--- config.mk ---
export PLATFORM = sky130hd
export DESIGN_NAME = ltc2308_scan
export DESIGN_NICKNAME = d
export VERILOG_FILES = /design/src/rtl/ltc2308_scan.sv
export SDC_FILE = /design/constraint.sdc
export NUM_CORES = 1
export LEC_CHECK = 0
export ABC_CLOCK_PERIOD_IN_PS = 3000
export CAP_MARGIN = 40
export CORE_ASPECT_RATIO = 1.5
export CORE_MARGIN = 2
export CORE_UTILIZATION = 55
export DETAILED_ROUTE_END_ITERATION = 16
export GPL_ROUTABILITY_DRIVEN = 0
export GPL_TIMING_DRIVEN = 0
export PLACE_DENSITY = 0.77
export SLEW_MARGIN = 20
export SYNTH_ARGS = -nofsm -noshare
export SYNTH_HDL_FRONTEND = slang
export SYNTH_SLANG_ARGS = --single-unit
--- constraint.sdc ---
create_clock -name CLK_50 -period 3 [get_ports CLK_50]
set_input_delay 0.75 -clock CLK_50 [delete_from_list [all_inputs] [get_ports CLK_50]]
set_output_delay 0.75 -clock CLK_50 [all_outputs]
set_load 0.01 [all_outputs]
--- src/rtl/ltc2308_scan.sv ---
// ltc2308_scan -- round-robin scanner for an LTC2308 SPI ADC.
//
// Each frame is CONV (CONVST pulse) -> SHIFT (12 SCK pulses; config word
// out on SDI, previous result in on SDO) -> EMIT (present one sample).
// The LTC2308 returns the result of the *previous* frame's config, so
// results are tagged with the previous configured channel. The first frame
// after reset or after re-enable is a priming frame and emits nothing.
//
// Parameters: NUM_CH (1..8), SCK_DIV (clk cycles per SCK half-period),
//             CONV_CYC (clk cycles CONVST is held high).
// Ports:
//   CLK_50, reset (async, active high), en (scan enable)
//   ADC_CONVST, ADC_SCK, ADC_SDI (outputs to ADC), ADC_SDO (from ADC)
//   out_valid/out_ready handshake, out_ch[2:0], out_data[11:0]
//   sweep_done: high in the cycle the last channel's sample is accepted
//
// Optional build macro: LTC2308_AVG4_EN -- convert each channel four times
// back to back and emit the truncated average of the four results.
module ltc2308_scan #(
  parameter int NUM_CH   = 8,
  parameter int SCK_DIV  = 2,
  parameter int CONV_CYC = 80
) (
  input  logic        CLK_50,
  input  logic        reset,
  input  logic        en,
  output logic        ADC_CONVST,
  output logic        ADC_SCK,
  output logic        ADC_SDI,
  input  logic        ADC_SDO,
  output logic        out_valid,
  input  logic        out_ready,
  output logic [2:0]  out_ch,
  output logic [11:0] out_data,
  output logic        sweep_done
);

  localparam int CW = $clog2(CONV_CYC + 1);
  localparam int DW = $clog2(SCK_DIV + 1);

  typedef enum logic [1:0] {IDLE, CONV, SHIFT, EMIT} state_t;

  state_t         r_state;
  logic [CW-1:0]  r_conv_cnt;
  logic [DW-1:0]  r_div_cnt;
  logic [3:0]     r_bit;
  logic           r_convst;
  logic           r_sck;
  logic           r_sdi;
  logic           r_valid;
  logic           r_prime;
  logic [11:0]    r_cfg_sr;
  logic [11:0]    r_shift;
  logic [11:0]    r_data;
  logic [2:0]     r_ch;
  logic [2:0]     r_prev_ch;
  logic [2:0]     r_out_ch;

  logic [2:0]     w_ch_next;
  logic [11:0]    w_cfg_word;

  // Config word MSB first: S/D=1, O/S=ch[0], S1=ch[2], S0=ch[1], UNI=1, SLP=0.
  assign w_cfg_word = {1'b1, r_ch[0], r_ch[2], r_ch[1], 1'b1, 1'b0, 6'b0};
  assign w_ch_next  = (r_ch == 3'(NUM_CH - 1)) ? 3'd0 : r_ch + 3'd1;

`ifdef LTC2308_AVG4_EN
  logic [13:0] r_acc;
  logic [1:0]  r_rep;    // conversions issued with the current config
  logic [1:0]  r_nres;   // results already summed for the pending sample
  logic [13:0] w_sum;
  assign w_sum = r_acc + {2'b00, r_shift};
`endif

  always_ff @(posedge CLK_50 or posedge reset) begin
    if (reset) begin
      r_state    <= IDLE;
      r_conv_cnt <= '0;
      r_div_cnt  <= '0;
      r_bit      <= '0;
      r_convst   <= 1'b0;
      r_sck      <= 1'b0;
      r_sdi      <= 1'b0;
      r_valid    <= 1'b0;
      r_prime    <= 1'b1;
      r_cfg_sr   <= '0;
      r_shift    <= '0;
      r_data     <= '0;
      r_ch       <= '0;
      r_prev_ch  <= '0;
      r_out_ch   <= '0;
`ifdef LTC2308_AVG4_EN
      r_acc      <= '0;
      r_rep      <= '0;
      r_nres     <= '0;
`endif
    end else begin
      if (r_valid && out_ready) r_valid <= 1'b0;

      case (r_state)
        IDLE: begin
          // Any idle cycle with en low restarts the pipeline at channel 0.
          if (!en) begin
            r_prime <= 1'b1;
            r_ch    <= '0;
`ifdef LTC2308_AVG4_EN
            r_acc   <= '0;
            r_rep   <= '0;
            r_nres  <= '0;
`endif
          end
          // A held sample blocks the next conversion so nothing is overwritten.
          if (en && !r_valid) begin
            r_state    <= CONV;
            r_convst   <= 1'b1;
            r_conv_cnt <= '0;
          end
        end

        CONV: begin
          if (r_conv_cnt == CW'(CONV_CYC - 1)) begin
            r_convst  <= 1'b0;
            r_state   <= SHIFT;
            r_sck     <= 1'b0;
            r_div_cnt <= '0;
            r_bit     <= '0;
            r_sdi     <= w_cfg_word[11];
            r_cfg_sr  <= {w_cfg_word[10:0], 1'b0};
          end else begin
            r_conv_cnt <= r_conv_cnt + 1'b1;
          end
        end

        SHIFT: begin
          if (r_div_cnt == DW'(SCK_DIV - 1)) begin
            r_div_cnt <= '0;
            if (!r_sck) begin
              r_sck   <= 1'b1;
              r_shift <= {r_shift[10:0], ADC_SDO};
            end else begin
              r_sck <= 1'b0;
              if (r_bit == 4'd11) begin
                r_sdi     <= 1'b0;
                r_prev_ch <= r_ch;
                r_prime   <= 1'b0;
`ifdef LTC2308_AVG4_EN
                r_rep <= r_rep + 2'd1;
                if (r_rep == 2'd3) r_ch <= w_ch_next;
                if (r_prime) begin
                  r_state <= IDLE;
                end else if (r_nres == 2'd3) begin
                  r_out_ch <= r_prev_ch;
                  r_data   <= w_sum[13:2];
                  r_acc    <= '0;
                  r_nres   <= '0;
                  r_state  <= EMIT;
                end else begin
                  r_acc   <= w_sum;
                  r_nres  <= r_nres + 2'd1;
                  r_state <= IDLE;
                end
`else
                r_ch <= w_ch_next;
                if (r_prime) begin
                  r_state <= IDLE;
                end else begin
                  r_out_ch <= r_prev_ch;
                  r_data   <= r_shift;
                  r_state  <= EMIT;
                end
`endif
              end else begin
                // SDI only moves on the falling SCK edge.
                r_bit    <= r_bit + 4'd1;
                r_sdi    <= r_cfg_sr[11];
                r_cfg_sr <= {r_cfg_sr[10:0], 1'b0};
              end
            end
          end else begin
            r_div_cnt <= r_div_cnt + 1'b1;
          end
        end

        EMIT: begin
          r_valid <= 1'b1;
          r_state <= IDLE;
        end

        default: r_state <= IDLE;
      endcase
    end
  end

  assign ADC_CONVST = r_convst;
  assign ADC_SCK    = r_sck;
  assign ADC_SDI    = r_sdi;
  assign out_valid  = r_valid;
  assign out_ch     = r_out_ch;
  assign out_data   = r_data;
  assign sweep_done = r_valid & out_ready & (r_out_ch == 3'(NUM_CH - 1));

endmodule

== Word level (Yosys, flattened, before mapping) ==
Cells that the tools add are included.

* Flip-flop bits (word level): 65
* Input bits: 5

* $add $sub $neg: 4
* Equal/unequal tests: 16
* Mux-type cells: 47
* Bitwise logic cells: 4
* Reduce and logical (&&, ||, !) cells: 19

{| class="wikitable"
|+ Operator list
! kind !! count
|-
| 12-bit 2-to-1 mux || 4
|-
| 12-bit case mux with 2 select lines || 1
|-
| 5-bit AND reduction || 4
|-
| 2-bit 2-to-1 mux || 8
|-
| 4-bit 2-to-1 mux || 4
|-
| 2-bit != test (second input constant) || 8
|-
| 3-bit 2-to-1 mux || 5
|-
| 1-bit 2-to-1 mux || 14
|-
| 7-bit 2-to-1 mux || 2
|-
| 7-bit case mux with 2 select lines || 1
|-
| 3-bit AND reduction || 4
|-
| 1-bit case mux with 2 select lines || 4
|-
| 2-bit case mux with 4 select lines || 1
|-
| 4-bit case mux with 2 select lines || 1
|-
| 4-bit AND reduction || 2
|-
| 2-bit nonzero test || 4
|-
| 7-bit by 1-bit adder with 7-bit output (second input constant) || 1
|-
| 7-bit == test (second input constant) || 1
|-
| 3-bit == test (second input constant) || 2
|-
| 3-bit case mux with 2 select lines || 1
|-
| 4-bit by 1-bit adder with 4-bit output (second input constant) || 1
|-
| 2-bit by 1-bit == test with 1-bit output (second input constant) || 2
|-
| 2-bit == test (second input constant) || 2
|-
| 4-bit == test (second input constant) || 1
|-
| other kinds (9) || 12
|}

== Logic depth before layout (Yosys ltp) ==
Gate-level depths: netlist of run 1.

* Depth in word-level cells: 6
* Gate-level depth with buffers: 7
* Gate-level depth less buffers: 5

== Worst setup path after synthesis of run 1 ==
Ideal clock, no wire load.

* Path type: reg2reg
* Start point: reg r_bit[0]
* End point: reg r_out_ch[0] (netlist: out_ch[0])
* Data arrival time: 1.884 ns
* Data required time: 2.875 ns
* Setup slack: 0.991 ns
* Cell stages (with the launch flop): 8
* Buffers on the path: 2
* Clock period less this slack: 2.009 ns
* Cell sequence: dfrtp_1 -> ha_1 -> nand2_1 -> or4_4 -> buf_6 -> nor3_4 -> buf_12 -> mux2_4

* Longest elaborated chain between the ends: 2

{| class="wikitable"
|+ RTL lines
! item !! line !! RTL
|-
| start: declaration || 46 || <nowiki>logic [3:0] r_bit;</nowiki>
|-
| start signal: assignment || 173 || <nowiki>r_bit <= r_bit + 4'd1;</nowiki>
|-
| 4-bit == test || 141 || <nowiki>if (r_bit == 4'd11) begin</nowiki>
|-
| 5-bit AND reduction (no source line) || - ||
|-
| end signal: assignment || 166 || <nowiki>r_out_ch <= r_prev_ch;</nowiki>
|-
| end: declaration || 57 || <nowiki>logic [2:0] r_out_ch;</nowiki>
|}

No other way between the ends.
A chain may end at the register's enable or synchronous reset.

== Worst setup path after layout of run 1 ==
* Start point: in out_ready
* End point: out sweep_done

* Longest elaborated chain between the ends: 2

{| class="wikitable"
|+ RTL lines
! item !! line !! RTL
|-
| start: declaration || 32 || <nowiki>input logic out_ready,</nowiki>
|-
| 1-bit AND (2 in series) || 199 || <nowiki>assign sweep_done = r_valid & out_ready & (r_out_ch == 3'(NUM_CH - 1));</nowiki>
|-
| end: declaration || 35 || <nowiki>output logic sweep_done</nowiki>
|}

No other way between the ends.

==> out/qor.json, run 1 <==
{
  "status": "complete, no violations",
  "timing.fmax_mhz": 373.5,
  "rows": 30,
  "hold_class": "flop to flop",
  "routed_wire_length_per_instance_um": 15.98,
  "startpoint_type": "primary input",
  "synth_top_cells_by_area": "dfrtp_1, mux2_2, mux2_4",
  "cts.sinks": 57,
  "yosys_most_used_dff": "dfrtp_1",
  "finish.cell_count_without_fillers": 295,
  "holdBufCountCts": 0,
  "fin_crit_sh_pct": 89.25,
  "post_cts_resized": 0,
  "ioPinCount": 25,
  "fin_total_pwr_mw": 1.921,
  "grt_overflow": 0,
  "drt_drc_violations_left": 0,
  "clock_tree.htree_level_count": 3,
  "required_time_of_the_worst_setup_path_ns": 2.25,
  "fin_crit_ns": 2.678,
  "die_area_um2": 5201,
  "route.final.wire_length_um": 4714,
  "first_global_vias": 1735,
  "antenna_found_initial": 0,
  "worstPathArrival_ns": 1.93,
  "initial_utilization_pct": 56.53,
  "syn_inst": 207,
  "critical_path_peak_fanout": 2,
  "grt_pass1_wl_um": 7900,
  "postSynthNetCount": 216,
  "areaGrowthSynthToFinish_pct": 20.79,
  "insertedDiodeCount": 0,
  "portBuffers": 24,
  "rr_startpoint": "r_bit[0]$_DFFE_PP0P_",
  "fillers": 332,
  "setup.reg_to_reg.worst_slack_ns": 0.75,
  "netlist.area_leader.share_pct": 55.04,
  "fraction_of_registers_with_async_set_or_reset_after_synthesis_pct": 100.0,
  "cts_setup_buffers": 0,
  "grt.total_usage_pct": 20.93,
  "design.final.nets": 251,
  "synth-edff-count": 0,
  "dp_hpwl_um": 3147,
  "drv.max_cap_violation_count": 0,
  "synth.yosys.warnings": 0,
  "critical_path.endpoint_type": "primary output",
  "fin_area_um2": 3075,
  "drt_pre_antenna_iters": 4,
  "power.ir.vdd_worst_mv": 0.3754,
  "post_synth.cell_area_avg_um2": 12.30,
  "postSynthRegisterBits": 57,
  "hold_ws_ns": 0.4745,
  "final-setup-viol-count": 0,
  "final.setup.tns_ns": 0,
  "dr_total_vias": 1678,
  "synth_cell_types": 46,
  "timing.slew.headroom_pct": 53.84,
  "placed_area_um2": 2849,
  "clock-root-buffer": "clkbuf_8",
  "post-place-cells": 279,
  "post_syn_area_um2": 2546,
  "total_leakage_power_nw": 1.478,
  "antenna_left": 0,
  "clockBufferDepth": 2,
  "timing_worst_setup_path_type": "primary input to primary output",
  "final_max_slew_viol_count": 0,
  "timing_worst_slew_pin_value_ns": 0.6923,
  "timing.hold.worst.start": "ADC_CONVST$_DFFE_PP0P_",
  "layout-drive-gt1-share_pct": 23.89,
  "dieWidth_um": 59.56,
  "grt_setup_unrepaired": "false",
  "worst_clock_skew_ns": 0.006663,
  "power_per_cell_area_nw_per_um2": 624.6,
  "hold_violations": 0,
  "synth_area_leader_cell": "dfrtp_1",
  "clk_pin_slew_worst_paths_ns": 0.06,
  "dieHeight_um": 87.33,
  "cts-buffers-inserted": 9,
  "synth_sequential_area_ratio_pct": 56.07,
  "drt-initial-drc-count": 30,
  "clock_insertion_delay_worst_skew_ns": 0.33,
  "cts_tree": "yes",
  "vias_per_cell": 5.688,
  "grt_start_max_net_pins": 58,
  "startpoint": "out_ready",
  "core_um2": 4504
}
cells by family (layout without fill, tap and decap cells):
group                      Yosys count  in the layout  synth area share, %
and+or+nand+nor                     66             66                13.51
DFF                                 57             57                56.07
muxes                               38             38                18.03
AOI/OAI and AO/OA                   26             26                6.487
buffers and inverters               13             53                2.899
adders and majority gates            4              4                1.966
xor gates and xnor gates             3              3                1.032
where the power goes:
group / total (mW) / internal, mW / switching (mW)
Sequential: 0.898 / 0.837 / 0.0616
Clock: 0.786 / 0.498 / 0.289
Combinational: 0.236 / 0.105 / 0.131
Total: 1.92 / 1.44 / 0.482
sequential cells by signal, summed over array words and instances (netlist names):
register / count
r_shift: 12
r_state: 2
r_div_cnt: 2
out_data: 12
ADC_SCK: 1
r_conv_cnt: 7
out_valid: 1
r_prev_ch: 3
r_bit: 4
ADC_CONVST: 1
r_ch: 3
r_prime: 1
ADC_SDI: 1
out_ch: 3
r_cfg_sr: 4
stage by stage:
stage	utilization (%)	setup slack, ns
finish	68.28	0.3224
global route	68.28	0.2784
CTS	68.28	0.3114
detailed placement	63.25	0.3167
global placement	63.19	-0.1588
floorplan	-	0.8520
critical path, stage by stage:
cell             delay, ns
clkdlybuf4s50_1       0.48
nand3_1               0.07
nor2_1                0.08
clkdlybuf4s50_1       0.54
routing by layer:
layer  global-route usage, %  wire length, um  vias up  share of wire (%)
li1                        -                -      794                  -
met1                   24.83             2034      846                 43
met2                   33.07             2389       25                 51
met3                   6.092              158       13                3.4
met4                   12.53              131        0                2.8
met5                       0                0        -                  0
layout make-up:
cell class                 instances  area (um^2)  area share [%]
sequential                        57         1428           46.42
multi-input combinational        137         1045           33.97
timing repair buffer              24        240.2           7.811
clock buffer                      15        196.4           6.387
tap                               48        60.06           1.953
buffer                             7        51.30           1.668
clock inverter                     1        30.03          0.9764
inverter                           6        25.02          0.8137
final timing paths:
| path | to | cells after the start |
|---|---|---|
| min in group asynchronous | ADC_SDI$_DFFE_PP0P_ | 2 |
| hold / removal | ADC_CONVST$_DFFE_PP0P_ | 2 |
| max in group asynchronous | r_prev_ch[1]$_DFFE_PP0P_ | 2 |
| setup / recovery | sweep_done | 4 |
| hold reg to reg | ADC_CONVST$_DFFE_PP0P_ | 2 |
| setup reg to reg | out_ch[1]$_DFFE_PP0P_ | 7 |
synth_stat cells, types with 2 or more instances:
cell,instances
o21a_1,2
nor2_1,7
nor3_1,2
mux2i_1,5
and2_1,2
inv_1,6
xor2_1,2
dfrtp_1,56
a21oi_1,2
nand2b_1,2
mux2_4,10
clkbuf_1,4
nand3_1,6
nor2b_1,3
ha_1,4
mux2_2,23
o21ai_0,9
a31oi_1,3
o31ai_1,3
nand4_1,2
nand2_1,29
cell usage in the layout, fill, tap and decap left out, types with 2 or more instances in the layout:
master / instances
dfrtp_1: 56
nand2_1: 29
clkdlybuf4s50_1: 24
mux2_2: 23
clkbuf_8: 14
mux2_4: 10
o21ai_0: 9
nor2_1: 7
nand3_1: 6
clkbuf_1: 5
inv_1: 5
mux2i_1: 5
ha_1: 4
nor2b_1: 3
a31oi_1: 3
o31ai_1: 3
nand2b_1: 2
nor3_1: 2
and2_1: 2
nand4_1: 2
xor2_1: 2
a21oi_1: 2
o21a_1: 2
Power figures use the tool's default switching activity.
==> run 2: changes to the inputs <==
- GPL_ROUTABILITY_DRIVEN: 0 -> 1
- PLACE_DENSITY: 0.77 -> 0.74
- SLEW_MARGIN: 20 -> 5
==> run 2 against run 1 <==
  * Power shrank 2.5%
  * Clock skew grew 0.0010 ns
  * Largest cell class unchanged
  * Count of clock-buffer cells in the layout shrank 1
  * Largest power group unchanged
==> out/qor.json, run 2 (synthesis gave the netlist of run 1 again) <==
{
  "fin_crit_sh": {"value": 88.55, "unit": "%", "change": "was 89.25%"},
  "timing_worst_setup_path_type": {"value": "primary input to primary output", "change": "unchanged"},
  "layout-drive-gt1-share": {"value": 23.79, "unit": "%", "change": "was 23.89%"},
  "clock_insertion_delay_worst_skew": {"value": 0.33, "unit": "ns", "change": "about the same"},
  "cts.sinks": {"value": 57, "change": "unchanged"},
  "power.ir.vdd_worst": {"value": 0.3380, "unit": "mV", "change": "was 0.3754 mV"},
  "critical_path_peak_fanout": {"value": 2, "change": "unchanged"},
  "placed_area": {"value": 2867, "unit": "um^2", "change": "was 2849 um^2"},
  "fin_area": {"value": 3074, "unit": "um^2", "change": "was 3075 um^2"},
  "status": {"value": "complete, no violations", "change": "unchanged"},
  "critical_path.endpoint_type": {"value": "primary output", "change": "unchanged"},
  "drt_pre_antenna_iters": {"value": 4, "change": "unchanged"},
  "clock_tree.htree_level_count": {"value": 3, "change": "unchanged"},
  "cts_tree": {"value": "yes", "change": "unchanged"},
  "relative_contribution_of_combinational_cells_to_total_power": {"value": 12.5, "unit": "%", "change": "was 12.3%"},
  "portBuffers": {"value": 24, "change": "unchanged"},
  "clock-root-buffer": {"value": "clkbuf_8", "change": "unchanged"},
  "dieHeight": {"value": 87.33, "unit": "um", "change": "unchanged"},
  "post-place-cells": {"value": 280, "change": "was 279"},
  "design.final.nets": {"value": 252, "change": "was 251"},
  "core": {"value": 4504, "unit": "um^2", "change": "unchanged"},
  "post-route-worst-setup-slack": {"value": 0.3434, "unit": "ns", "change": "was 0.3224 ns"},
  "drt_drc_violations_left": {"value": 0, "change": "unchanged"},
  "grt.total_usage": {"value": 19.58, "unit": "%", "change": "was 20.93%"},
  "clockBufferDepth": {"value": 2, "change": "unchanged"},
  "final_core_utilization": {"value": 68.25, "unit": "%", "change": "was 68.28%"},
  "initial_utilization": {"value": 56.53, "unit": "%", "change": "unchanged"},
  "vias_per_cell": {"value": 5.534, "change": "was 5.688"},
  "routed_wire_length_per_instance": {"value": 15.49, "unit": "um", "change": "was 15.98 um"},
  "dr_total_vias": {"value": 1638, "change": "was 1,678"},
  "areaGrowthSynthToFinish": {"value": 20.74, "unit": "%", "change": "was 20.79%"},
  "final_max_slew_viol_count": {"value": 0, "change": "unchanged"},
  "drt-initial-drc-count": {"value": 48, "change": "was 30"},
  "final-setup-viol-count": {"value": 0, "change": "unchanged"},
  "cts_setup_buffers": {"value": 0, "change": "unchanged"},
  "power.share.clock": {"value": 39.4, "unit": "%", "change": "was 40.9%"},
  "drv.max_cap_violation_count": {"value": 0, "change": "unchanged"},
  "finish.cell_count_without_fillers": {"value": 296, "change": "was 295"},
  "hold_violations": {"value": 0, "change": "unchanged"},
  "timing.slew.headroom": {"value": 60.13, "unit": "%", "change": "was 53.84%"},
  "most-common-layout-cells": {"value": "dfrtp_1, nand2_1, clkdlybuf4s50_1", "change": "unchanged"},
  "worstPathArrival": {"value": 1.91, "unit": "ns", "change": "was 1.93 ns"},
  "grt_pass1_wl": {"value": 7383, "unit": "um", "change": "was 7900 um"},
  "post_cts_resized": {"value": 0, "change": "unchanged"},
  "worst_clock_skew": {"value": 0.007662, "unit": "ns", "change": "was 0.006663 ns"},
  "internal_power": {"value": 1.395, "unit": "mW", "change": "was 1.439 mW"},
  "hold_class": {"value": "flop to flop", "change": "unchanged"},
  "first_global_vias": {"value": 1557, "change": "was 1,735"},
  "timing_worst_slew_pin_value": {"value": 0.5971, "unit": "ns", "change": "was 0.6923 ns"},
  "layout.cells.most_common": {"value": "dfrtp_1", "change": "unchanged"},
  "fin_crit": {"value": 2.657, "unit": "ns", "change": "was 2.678 ns"},
  "dp_hpwl": {"value": 3151, "unit": "um", "change": "was 3147 um"},
  "swShare": {"value": 25.49, "unit": "%", "change": "was 25.07%"},
  "grt_start_max_net_pins": {"value": 32, "change": "was 58"},
  "dieWidth": {"value": 59.56, "unit": "um", "change": "unchanged"},
  "antenna_left": {"value": 0, "change": "unchanged"},
  "power_per_cell_area": {"value": 609.1, "unit": "nW/um^2", "change": "was 624.6 nW/um^2"},
  "grt_setup_unrepaired": {"value": "false", "change": "unchanged"},
  "route.final.wire_length": {"value": 4586, "unit": "um", "change": "was 4714 um"},
  "ioPinCount": {"value": 25, "change": "unchanged"},
  "power_switching": {"value": 477.3, "unit": "uW", "change": "was 481.5 uW"},
  "fin_total_pwr": {"value": 1.873, "unit": "mW", "change": "was 1.921 mW"},
  "grt_overflow": {"value": 0, "change": "unchanged"},
  "pwr-share-seq": {"value": 48.1, "unit": "%", "change": "was 46.8%"},
  "rows": {"value": 30, "change": "unchanged"},
  "required_time_of_the_worst_setup_path": {"value": 2.25, "unit": "ns", "change": "about the same"},
  "die_area": {"value": 5201, "unit": "um^2", "change": "unchanged"},
  "clk_pin_slew_worst_paths": {"value": 0.06, "unit": "ns", "change": "about the same"},
  "place_ws": {"value": 0.3402, "unit": "ns", "change": "was 0.3167 ns"},
  "holdBufCountCts": {"value": 0, "change": "unchanged"},
  "cts-buffers-inserted": {"value": 9, "change": "unchanged"},
  "antenna_found_initial": {"value": 0, "change": "unchanged"},
  "total_leakage_power": {"value": 1.478, "unit": "nW", "change": "about the same"},
  "gpl.final_weighted_congestion": 0.8269,
  "startpoint_type": {"value": "primary input", "change": "unchanged"},
  "insertedDiodeCount": {"value": 0, "change": "unchanged"},
  "timing.fmax": {"value": 376.4, "unit": "MHz", "change": "was 373.5 MHz"}
}
run 2: cell count changes in the layout (fill, tap and decap cells not counted), sizes merged:
cell,previous run,this run
buf,3,4
clkinv,0,1
clkbuf,19,18
run 2: layout make-up:
cell class,count,area [um^2]
fillers,336,1430
flip-flops and latches,57,1428
multi-input cells,137,1045
repair buffers,25,260.3
clock buffers,14,172.7
well taps,48,60.06
plain buffers,7,51.30
clock inverters,2,35.03
inverters,6,22.52
run 2: through the flow:
stage	TNS (ns)	hold slack (ns)
after global placement	-11.36	0.4598
after detailed placement	0	0.4653
after CTS	0	0.4793
after floorplan	0	0.4511
after global routing	0	0.4998
final	0	0.4723
run 2: worst paths after layout:
path / start / to / depth (start not counted) / slack [ns]
worst max-delay path: out_ready / sweep_done / 4 / 0.34
worst min-delay path: ADC_CONVST$_DFFE_PP0P_ / ADC_CONVST$_DFFE_PP0P_ / 2 / 0.47
worst max register to register: r_bit[0]$_DFFE_PP0P_ / out_data[7]$_DFFE_PP0P_ / 7 / 0.78
worst min register to register: ADC_CONVST$_DFFE_PP0P_ / ADC_CONVST$_DFFE_PP0P_ / 2 / 0.47
max in group asynchronous: reset / r_prime$_DFFE_PP1P_ / 3 / 1.52
min in group asynchronous: reset / r_shift[11]$_DFFE_PP0P_ / 2 / 0.83
run 2: worst max-delay path: stages:
cell and delay (ns):
clkdlybuf4s50_1 0.48, nand3_1 0.07, nor2_1 0.08, clkdlybuf4s50_1 0.53
run 2: power groups by stage:
stage / Combinational (mW) / Clock (mW) / Sequential [mW]
floorplan: 0.174 / 0 / 0.900
global placement: 0.229 / 0 / 0.908
detailed placement: 0.237 / 0 / 0.913
CTS: 0.239 / 0.751 / 0.899
global route: 0.269 / 0.781 / 0.908
finish: 0.235 / 0.738 / 0.900
run 2: layer usage:
metal	track usage (%)	wire, um	share of wire (%)	vias up
met4	9.697	98	2.1	0
met1	24.40	2050	45	800
li1	-	-	-	803
met5	0	0	0	-
met2	30.37	2269	49	26
met3	6.241	168	3.7	9
